[src/rtl/fifo_pkg.sv]
// Shared definitions for the parameterised synchronous FIFO.
// Contents:
//   fifo_mode_e - read-side behaviour (STD registered read, FWFT first-word-fall-through)
//   cnt_width   - width of an occupancy counter able to hold 0..depth
//   ptr_width   - width of a pointer able to address depth entries
package fifo_pkg;

  typedef enum logic {
    STD  = 1'b0,
    FWFT = 1'b1
  } fifo_mode_e;

  localparam int unsigned DefaultDataWidth = 8;
  localparam int unsigned DefaultDepth     = 16;

  function automatic int unsigned cnt_width(input int unsigned depth);
    return $clog2(depth + 1);
  endfunction

  function automatic int unsigned ptr_width(input int unsigned depth);
    return (depth < 2) ? 1 : $clog2(depth);
  endfunction

endpackage

[src/rtl/fifo_ptr.sv]
// Wrapping pointer for a FIFO of arbitrary (non power-of-two) depth.
// Ports:
//   clk - clock, rising edge
//   rst - synchronous active-high reset, clears the pointer to 0
//   inc - advance the pointer by one entry this cycle
//   ptr - current pointer, always in 0..DEPTH-1
module fifo_ptr
  import fifo_pkg::*;
#(
  parameter int unsigned DEPTH = 16
) (
  input  logic                        clk,
  input  logic                        rst,
  input  logic                        inc,
  output logic [ptr_width(DEPTH)-1:0] ptr
);

  localparam int unsigned PW = ptr_width(DEPTH);

  logic [PW-1:0] ptr_q, ptr_d;

  // Explicit compare so non power-of-two depths wrap at DEPTH-1, not at 2**PW-1.
  always_comb begin
    ptr_d = ptr_q;
    if (inc) begin
      ptr_d = (ptr_q == PW'(DEPTH - 1)) ? '0 : ptr_q + PW'(1);
    end
  end

  always_ff @(posedge clk) begin
    if (rst) begin
      ptr_q <= '0;
    end else begin
      ptr_q <= ptr_d;
    end
  end

  assign ptr = ptr_q;

endmodule

[src/rtl/param_sync_fifo.sv]
// Parameterised single-clock FIFO with optional first-word-fall-through read port.
// Ports:
//   clk, rst                  - clock and synchronous active-high reset
//   wr_en, wr_data            - push request and data
//   rd_en                     - pop request
//   rd_data, rd_valid         - read data and its qualifier (meaning depends on FWFT)
//   full, empty               - occupancy == FIFO_DEPTH / == 0
//   almost_full, almost_empty - occupancy >= AF_THRESH / <= AE_THRESH
//   count                     - current occupancy
//   overflow, underflow       - sticky flags for rejected pushes / pops
//   err_clr                   - clears the sticky flags (a coincident new error still sets)
module param_sync_fifo #(
  parameter int unsigned DATA_WIDTH = fifo_pkg::DefaultDataWidth,
  parameter int unsigned FIFO_DEPTH = fifo_pkg::DefaultDepth,
  parameter int unsigned FWFT       = 0,
  parameter int unsigned AF_THRESH  = FIFO_DEPTH - 1,
  parameter int unsigned AE_THRESH  = 1
) (
  input  logic                                          clk,
  input  logic                                          rst,
  input  logic                                          wr_en,
  input  logic [DATA_WIDTH-1:0]                         wr_data,
  input  logic                                          rd_en,
  output logic [DATA_WIDTH-1:0]                         rd_data,
  output logic                                          rd_valid,
  output logic                                          full,
  output logic                                          empty,
  output logic                                          almost_full,
  output logic                                          almost_empty,
  output logic [fifo_pkg::cnt_width(FIFO_DEPTH)-1:0]    count,
  output logic                                          overflow,
  output logic                                          underflow,
  input  logic                                          err_clr
);

  import fifo_pkg::*;

  localparam int unsigned CW = cnt_width(FIFO_DEPTH);
  localparam int unsigned PW = ptr_width(FIFO_DEPTH);
  localparam fifo_mode_e Mode = (FWFT != 0) ? fifo_pkg::FWFT : STD;

  logic [DATA_WIDTH-1:0] mem_q [FIFO_DEPTH];
  logic [PW-1:0]         wr_ptr, rd_ptr;
  logic [CW-1:0]         count_q, count_d;
  logic [DATA_WIDTH-1:0] rd_data_q, rd_data_d;
  logic                  rd_valid_q, rd_valid_d;
  logic                  overflow_q, overflow_d;
  logic                  underflow_q, underflow_d;
  logic                  rd_acc, wr_acc;
  logic [DATA_WIDTH-1:0] head;

  // Status flags depend only on the registered count.
  assign full         = (count_q == CW'(FIFO_DEPTH));
  assign empty        = (count_q == '0);
  assign almost_full  = (count_q >= CW'(AF_THRESH));
  assign almost_empty = (count_q <= CW'(AE_THRESH));

  // No bypass: a pop needs data already stored; a push into a full FIFO
  // only goes ahead when a pop frees the slot in the same cycle.
  assign rd_acc = rd_en && !empty;
  assign wr_acc = wr_en && (!full || rd_acc);

  fifo_ptr #(
    .DEPTH(FIFO_DEPTH)
  ) u_wr_ptr (
    .clk(clk),
    .rst(rst),
    .inc(wr_acc),
    .ptr(wr_ptr)
  );

  fifo_ptr #(
    .DEPTH(FIFO_DEPTH)
  ) u_rd_ptr (
    .clk(clk),
    .rst(rst),
    .inc(rd_acc),
    .ptr(rd_ptr)
  );

  assign head = mem_q[rd_ptr];

  always_comb begin
    count_d = count_q;
    unique case ({wr_acc, rd_acc})
      2'b10:   count_d = count_q + CW'(1);
      2'b01:   count_d = count_q - CW'(1);
      default: count_d = count_q;
    endcase

    rd_data_d  = rd_acc ? head : rd_data_q;
    rd_valid_d = rd_acc;

    // Set has priority over clear so an error in the clearing cycle is kept.
    overflow_d  = (wr_en && !wr_acc) ? 1'b1 : (err_clr ? 1'b0 : overflow_q);
    underflow_d = (rd_en && !rd_acc) ? 1'b1 : (err_clr ? 1'b0 : underflow_q);
  end

  always_ff @(posedge clk) begin
    if (rst) begin
      count_q     <= '0;
      rd_data_q   <= '0;
      rd_valid_q  <= 1'b0;
      overflow_q  <= 1'b0;
      underflow_q <= 1'b0;
    end else begin
      count_q     <= count_d;
      rd_data_q   <= rd_data_d;
      rd_valid_q  <= rd_valid_d;
      overflow_q  <= overflow_d;
      underflow_q <= underflow_d;
    end
  end

  // Storage is not reset; a push in a reset cycle is dropped.
  always_ff @(posedge clk) begin
    if (!rst && wr_acc) begin
      mem_q[wr_ptr] <= wr_data;
    end
  end

  always_comb begin
    if (Mode == fifo_pkg::FWFT) begin
      rd_data  = empty ? '0 : head;
      rd_valid = !empty;
    end else begin
      rd_data  = rd_data_q;
      rd_valid = rd_valid_q;
    end
  end

  assign count     = count_q;
  assign overflow  = overflow_q;
  assign underflow = underflow_q;

endmodule

[config.mk]
export PLATFORM = sky130hd
export DESIGN_NAME = param_sync_fifo
export DESIGN_NICKNAME = d
export VERILOG_FILES = /design/src/rtl/fifo_pkg.sv /design/src/rtl/fifo_ptr.sv /design/src/rtl/param_sync_fifo.sv
export SDC_FILE = /design/constraint.sdc
export NUM_CORES = 1
export LEC_CHECK = 0
export CORE_MARGIN = 4
export CORE_UTILIZATION = 54
export CTS_CLUSTER_SIZE = 24
export DETAILED_ROUTE_END_ITERATION = 10
export GPL_TIMING_DRIVEN = 0
export PLACE_DENSITY = 0.76
export SYNTH_ARGS = -nofsm -noshare
export SYNTH_HDL_FRONTEND = slang
export SYNTH_SLANG_ARGS = --single-unit
[constraint.sdc]
create_clock -name clk -period 2.4 [get_ports clk]
set_input_delay 0.36 -clock clk [delete_from_list [all_inputs] [get_ports clk]]
set_output_delay 0.36 -clock clk [all_outputs]
set_load 0.05 [all_outputs]
==> results of run 1 <==
-- synth_stat cells, types with 2 or more instances --
cell type,count
sky130_fd_sc_hd__clkbuf_1,8
sky130_fd_sc_hd__o21ai_0,3
sky130_fd_sc_hd__mux4_2,32
sky130_fd_sc_hd__nor3_1,8
sky130_fd_sc_hd__buf_1,2
sky130_fd_sc_hd__a41oi_1,2
sky130_fd_sc_hd__nand3_1,3
sky130_fd_sc_hd__buf_6,3
sky130_fd_sc_hd__nor2b_1,3
sky130_fd_sc_hd__nand3b_1,9
sky130_fd_sc_hd__nand2b_1,4
sky130_fd_sc_hd__nand4_1,2
sky130_fd_sc_hd__o211a_1,2
sky130_fd_sc_hd__nand2_1,11
sky130_fd_sc_hd__a21oi_1,11
sky130_fd_sc_hd__buf_2,6
sky130_fd_sc_hd__nor2_1,26
sky130_fd_sc_hd__o221ai_1,8
sky130_fd_sc_hd__xor2_1,3
sky130_fd_sc_hd__buf_4,2
sky130_fd_sc_hd__edfxtp_1,128
sky130_fd_sc_hd__mux2i_1,19
sky130_fd_sc_hd__dfxtp_1,24
sky130_fd_sc_hd__a31oi_1,3
sky130_fd_sc_hd__o21ai_2,2
sky130_fd_sc_hd__inv_1,7
sky130_fd_sc_hd__and3_1,3
sky130_fd_sc_hd__or3_1,3
sky130_fd_sc_hd__ha_1,10
-- worst register-to-register path: stages, from the launching register on --
cell,delay (ns)
sky130_fd_sc_hd__dfxtp_2,0.44
sky130_fd_sc_hd__inv_4,0.08
sky130_fd_sc_hd__ha_2,0.19
sky130_fd_sc_hd__nor3b_4,0.19
sky130_fd_sc_hd__a311oi_4,0.30
sky130_fd_sc_hd__buf_4,0.19
sky130_fd_sc_hd__nand2_2,0.17
sky130_fd_sc_hd__nor3_4,0.26
sky130_fd_sc_hd__buf_12,0.17
-- power groups by stage --
| stage | logic, uW | registers [uW] | clock network (uW) |
|---|---|---|---|
| 2_1_floorplan | 1020 | 3360 | 0 |
| 3_3_place_gp | 1740 | 3120 | 0 |
| 3_5_place_dp | 1770 | 3130 | 0 |
| 4_1_cts | 1800 | 3080 | 2370 |
| 5_1_grt | 1940 | 3100 | 2510 |
| 6_report | 1810 | 3080 | 2350 |
-- state kept, by name (all words and copies together), names as in the netlist --
name / count
count: 5
overflow: 1
rd_data: 8
u_wr_ptr.ptr: 4
rd_valid: 1
underflow: 1
u_rd_ptr.ptr: 4
mem_q: 128
-- per-layer routing --
metal	track usage, %	routed length (um)
met1	26.5	4990
met2	35.2	6900
met3	5.27	842
met4	9.05	331
met5	0	0
-- final timing paths --
path	slack [ns]	from	depth (start not counted)	end
min reg2reg	0.47	overflow	2	overflow
max	0.11	count[1]	6	empty
max reg2reg	0.12	count[1]	8	mem_q[2][0]
min	0.47	overflow	2	overflow
-- timing repair --
item | CTS | global route
setup buffers | 8 | 1
setup endpoints to repair | 132 | 38
gates resized for setup | 48 | 7
pin swaps | 9 | 1
-- final cells by class --
cell class                      count  area share, %
Multi-Input combinational cell    184           25.9
Timing Repair Buffer               41           6.24
Sequential cell                   152           56.6
Inverter                            8          0.474
Clock inverter                     11           1.10
Buffer                             22           1.70
Clock buffer                       20           5.71
Tap cell                          143           2.34
-- cell usage in the layout (no fill, tap or decap), types with 3 or more instances in the layout --
master and n:
sky130_fd_sc_hd__edfxtp_1 128, sky130_fd_sc_hd__mux4_2 32, sky130_fd_sc_hd__clkdlybuf4s50_1 28, sky130_fd_sc_hd__dfxtp_1 22
sky130_fd_sc_hd__mux2i_1 19, sky130_fd_sc_hd__clkbuf_16 17, sky130_fd_sc_hd__nor2_1 14, sky130_fd_sc_hd__nor2_4 12
sky130_fd_sc_hd__clkbuf_1 11, sky130_fd_sc_hd__a21oi_1 11, sky130_fd_sc_hd__nand3b_1 9, sky130_fd_sc_hd__ha_1 9
sky130_fd_sc_hd__o221ai_1 8, sky130_fd_sc_hd__buf_12 8, sky130_fd_sc_hd__nand2_1 7, sky130_fd_sc_hd__buf_2 7
sky130_fd_sc_hd__inv_1 6, sky130_fd_sc_hd__nand2_2 5, sky130_fd_sc_hd__buf_6 4, sky130_fd_sc_hd__clkinvlp_4 4
sky130_fd_sc_hd__nand2b_1 4, sky130_fd_sc_hd__nor3_4 4, sky130_fd_sc_hd__nor3_1 4, sky130_fd_sc_hd__clkinv_2 4
sky130_fd_sc_hd__and3_1 3, sky130_fd_sc_hd__or3_1 3, sky130_fd_sc_hd__buf_4 3, sky130_fd_sc_hd__nor2b_1 3
sky130_fd_sc_hd__nand3_1 3, sky130_fd_sc_hd__o21ai_0 3, sky130_fd_sc_hd__xor2_1 3, sky130_fd_sc_hd__a31oi_1 3
sky130_fd_sc_hd__clkinv_1 3
-- logic make-up after synthesis --
group	after synthesis	share of synthesized area [%]
AND/OR/NAND/NOR	80	6.97
AO/OA/AOI/OAI	38	4.63
adder cells (fa/ha/maj)	10	1.99
multiplexers	53	14.8
buffers and inverters	30	2.54
flip-flops	152	68.6
XOR/XNOR	3	0.417
-- stage by stage --
step	TNS [ns]	util, %	total power (uW)	hold WS, ns
2_1_floorplan	-11.62	-	4390	0.459
3_3_place_gp	-71.70	59.7	4860	0.462
3_5_place_dp	-83.00	59.7	4900	0.464
4_1_cts	0	66.9	7240	0.474
5_1_grt	0	67.0	7550	0.516
6_report	0	67.0	7250	0.469
==> impl_metrics.yaml, run 1 <==
floorplan:
  ioPinCount: 33
  die-area_um2: 13500
  core_region_area_um2: 11400
  dieHeight_um: 116
  initial_utilization_pct: 55.2
  rows: 39
  chipWidth_um: 116
final_layout:
  multi_input_area_um2: 1980
  layout-area-overhead-vs-synth_pct: 21.5
  layout.cells.non_filler: 581
  regArea_um2: 4330
  antenna_cells_inserted: 0
  fill_cells: 754
  num-nets-final: 449
  final_layout_size_suffix_gt1_share_pct: 26.5
  finish.instance_area_um2: 7650
critical_path:
  critical-path-top-cell-by-count: "sky130_fd_sc_hd__buf_6"
  critical_path.n_buffers_inverters: 4
  critical-path-top-delay-family: "buffers and inverters"
  worstPathArrival_ns: 1.93
  critical_path.max_stage_delay_ns: 0.46
  critPathRequiredTime_ns: 2.04
  crit_type: "reg2out"
  startpoint_type: "flip-flop"
  worst-path-max-fanout: 9
  endpoint_kind: "output pin"
  timing.critical_path.cells: "inv_4 > ha_2 > or4b_4 > buf_6 > inv_1 > buf_6"
  crit_slowest_cell: "sky130_fd_sc_hd__or4b_4"
yosys:
  synth.yosys.warnings: 0
  yosysTopAreaCellShare_pct: 61.0
  synth_seq_cells: 152
  syn-mean-instance-area_um2: 17.2
  synth_sequential_area_ratio_pct: 68.6
  netlist-cell-type-count: 48
  synth_cell_area_um2: 6300
  synthArstFlopShare_pct: 0
  synth_top_area_cell: "sky130_fd_sc_hd__edfxtp_1"
  synth_flop_type: "sky130_fd_sc_hd__edfxtp_1"
  netlist_top_cells_area: "sky130_fd_sc_hd__edfxtp_1 (61%), sky130_fd_sc_hd__mux4_2 (11%), sky130_fd_sc_hd__dfxtp_1 (7.6%), sky130_fd_sc_hd__mux2i_1 (3.0%), sky130_fd_sc_hd__ha_1 (2.0%)"
  synth.net_count: 389
  synth_enable_flop_cells: 128
  post_synth_inst_count: 366
clock_tree:
  clock_path_buffers: 2
  cts_htree_levels: 4
  root_buffer: "sky130_fd_sc_hd__clkbuf_16"
  clk_latency_ns: 0.41
  tritoncts: "yes"
  numClockSinks: 152
  clk_transition_reported_paths_ns: 0.06
  cts-buffers-inserted: 17
  postCtsHoldBufs: 0
sta:
  postLayoutSetupSlackWorst_ns: 0.110
  timing.final.max_slew_violations: 0
  final_setup_skew_ns: 0.00950
  max-slew-margin-rel_pct: 42.8
  timing_worst_slew_pin_value_ns: 0.857
  report.final.setup_viol: 0
  timing.fmax_mhz: 437
  grt_setup_unrepaired: "false"
  hold_viol: 0
  timing.final.crit_period_ns: 2.29
  post-route-period-util_pct: 95.4
power:
  sequentialPowerShare_pct: 42.5
  p_per_area_nw_per_um2: 947
  power.net_switching_uw: 2150
  ir_drop_mv: 0.810
  share_comb_of_total_power_pct: 25.0
  p_leak_uw: 0.00243
  power.internal_uw: 5100
  netSwitchingFraction_pct: 29.6
  clockPowerShare_pct: 32.5
job:
  max_cap_violation_count: 0
global_routing:
  grt_max_degree: 17
  grt_use_total_pct: 21.1
  grt_pass1_vias: 3607
  grt_pass1_wl_um: 20300
  grt.overflow.total: 0
  grt_antenna_before_repair: 0
min_path:
  hold_path_class: "reg2reg"
route:
  post-route-drc-count: 0
  post_dr_wirelength_cell_um: 22.5
  post_route_wl_um: 13100
  drt_pass1_iterations: 4
  detail_route.vias_per_cell: 6.03
  initial_detailed_routing_violation_count: 407
  via_count: 3502
  ant_nets: 0
placed_design:
  place_hpwl_um: 8200
  post-place-ws_ns: -0.732
  place.gp.congestion: 0.787
  placement.cell_area_um2: 6820
  dp.cells: 541
  portBuffers: 32
status:
  status: "finished, final reports clean"
No activity file was read; power rests on OpenSTA's default activity.
==> run 2, diff against run 1 <==
--- a/config.mk
+++ b/config.mk
@@ -5,10 +5,12 @@
 export SDC_FILE = /design/constraint.sdc
 export NUM_CORES = 1
 export LEC_CHECK = 0
+export CAP_MARGIN = 20
 export CORE_MARGIN = 4
 export CORE_UTILIZATION = 54
 export CTS_CLUSTER_SIZE = 24
 export DETAILED_ROUTE_END_ITERATION = 10
+export GPL_ROUTABILITY_DRIVEN = 0
 export GPL_TIMING_DRIVEN = 0
 export PLACE_DENSITY = 0.76
 export SYNTH_ARGS = -nofsm -noshare
==> results of run 2 <==
No change in the layout: final DEF, timing and power equal those of run 1.
==> patch: new RTL, settings of run 2 <==
Make the reset (`rst`) asynchronous in 2 clocked blocks. Comments in the files are not updated.
--- a/src/rtl/fifo_ptr.sv
+++ b/src/rtl/fifo_ptr.sv
@@ -27,7 +27,7 @@
     end
   end
 
-  always_ff @(posedge clk) begin
+  always_ff @(posedge clk or posedge rst) begin
     if (rst) begin
       ptr_q <= '0;
     end else begin
--- a/src/rtl/param_sync_fifo.sv
+++ b/src/rtl/param_sync_fifo.sv
@@ -96,7 +96,7 @@
     underflow_d = (rd_en && !rd_acc) ? 1'b1 : (err_clr ? 1'b0 : underflow_q);
   end
 
-  always_ff @(posedge clk) begin
+  always_ff @(posedge clk or posedge rst) begin
     if (rst) begin
       count_q     <= '0;
       rd_data_q   <= '0;
Function: differs if rst is asserted again (counterexample within 4 cycles, from zero or initial values and one cycle with rst high); with rst held inactive, the same outputs for 10 cycles.
==> patch against run 2 <==
Core utilization increased by 1.9 points. Sequential cell count stayed put. Register-to-register slack lost 0.02 ns. Design area down 0.62%. Global-route usage increased by 0.44 points. First-iteration DRC count is 36% lower. Sequential share of layout area up 1.9 points. Clock skew shrank 0.00060 ns. Power is 27% higher. Wire length about the same. Final cell count is 3.8% lower. Critical path depth rose by 1. Setup slack lost 0.013 ns. Area after synthesis shrank 1.4%. Largest power group unchanged. Highest routed layer unchanged.
==> patch: results (changes against run 2) <==
IR Drop Worst-Case VDD=0.000697 V (-14%); Initial DRC Count=261 (-36%); cell types with the highest counts after synthesis=edfxtp_1, mux4_2, dfrtp_1, nor2_1, o22ai_1; Post-Synthesis Net Count=370 (-4.9%); crit path max fanout=8 (-1); number of max-cap violations=0 (unchanged); Slowest Stage Delay on Critical Path=0.43 ns (-0.03 ns); number of global-route vias before repair=3492 (-3.2%); class of the tightest hold or removal check=input port to asynchronous set/reset pin; GRT Resource Usage Total=21.5% (+0.44 points); smallest hold slack=0.209 ns (-0.260 ns); leading post-synthesis cells by cell area=edfxtp_1, mux4_2, dfrtp_1, ha_1, mux2_2; vias post-DR=3349 (-4.4%); worst setup path start=count[0]; post-route clock period utilization=96.0% (+0.55 points); final worst clock skew=0.00890 ns (-0.000597 ns); share of synthesized registers carrying an async set or reset=15.8% (+16 points); switching power total=3.08 mW (+43%); fraction of final layout cells sized beyond drive strength 1=30.1% (+3.6 points); largest net degree at the start of global routing=25 (+8); number of enable flip-flop cells after synthesis=128 (unchanged); Placed Area=6740 um^2 (-1.3%); post-CTS setup repair buffer count=5 (-3); Detail Route Antenna Nets=0 (unchanged); R2R depth=7 (-1); mean cell area of the mapped netlist=17.9 um^2 (+4.0%); Worst Path Arrival=2.43 ns (+0.50 ns); startpoint-to-endpoint class of the critical path=flop to flop; worst-case register-to-register setup slack=0.1 ns (-0.02 ns); number of distinct standard cells referenced by the synthesized netlist=42 (-13%); Detail Placement HPWL=8050 um (-1.9%); post-placement setup slack=-0.838 ns (-0.106 ns); Clock Latency Late Sink=0.42 ns; filler cell count in the final layout=714 (-5.3%); reported leakage power=2.58 nW (+5.9%); area share of the leading cell type in the synthesized netlist=61.9% (+0.87 points); routed length per placed instance=23.3 um (+3.8%); # nets final=429 (-4.5%); run status=finished, final reports clean; transition time at the pin with the least slew margin=0.703 ns (-0.154 ns); worst-path cell with the longest stage delay=dfrtp_2
-- patch: cell types whose count changed in the layout (fill, tap and decap cells not counted), moves of 4 or more --
cell and delta:
clkbuf_2 +4, dfrtp_1 +22, dfxtp_1 -22, mux2_2 +10, mux2i_1 -17, nand3b_1 -9
nor2_1 -9, o21ai_0 +4, o221ai_1 -8, o22ai_1 +16
-- patch: logic make-up after synthesis --
kind of cell,after synthesis,synth area share (%)
compound gates,49,4.90
xor+xnor,6,0.846
fa+ha+maj,10,2.01
buf+inv,31,2.36
flops,152,71.6
mux,45,13.9
simple gates,54,4.41
-- patch: area by class of cell --
class / count / area [um^2] / area share, %
clock buffers: 24 / 482 / 6.33
inverters: 11 / 41.3 / 0.543
well taps: 140 / 175 / 2.30
clock inverters: 8 / 97.6 / 1.28
multi-input cells: 164 / 1790 / 23.6
repair buffers: 40 / 459 / 6.04
plain buffers: 20 / 113 / 1.48
flip-flops and latches: 152 / 4450 / 58.5
-- patch: worst reg2reg max path, delay by kind of cell (launching register included) --
kind,cells,cell delay (ns)
adder cells (fa/ha/maj),1,0.22
AND/OR/NAND/NOR,3,0.72
buffers and inverters,2,0.24
flip-flops,1,0.43
AO/OA/AOI/OAI,1,0.39
-- patch: power by group through the flow --
stage	registers, mW	clock network (mW)	logic [mW]
6_report	3.36	2.59	3.26
3_5_place_dp	3.40	0	3.06
5_1_grt	3.39	2.75	3.49
4_1_cts	3.36	2.62	3.21
2_1_floorplan	3.75	0	1.83
3_3_place_gp	3.39	0	3.01
-- patch: routing by layer --
metal | up-vias | global-route usage, % | part of all wire (%)
met1 | 1718 | 29.0 | 39
li1 | 1505 | - | -
met3 | 13 | 4.63 | 7.4
met4 | 0 | 6.57 | 1.1
met5 | - | 0 | 0
met2 | 113 | 35.7 | 52
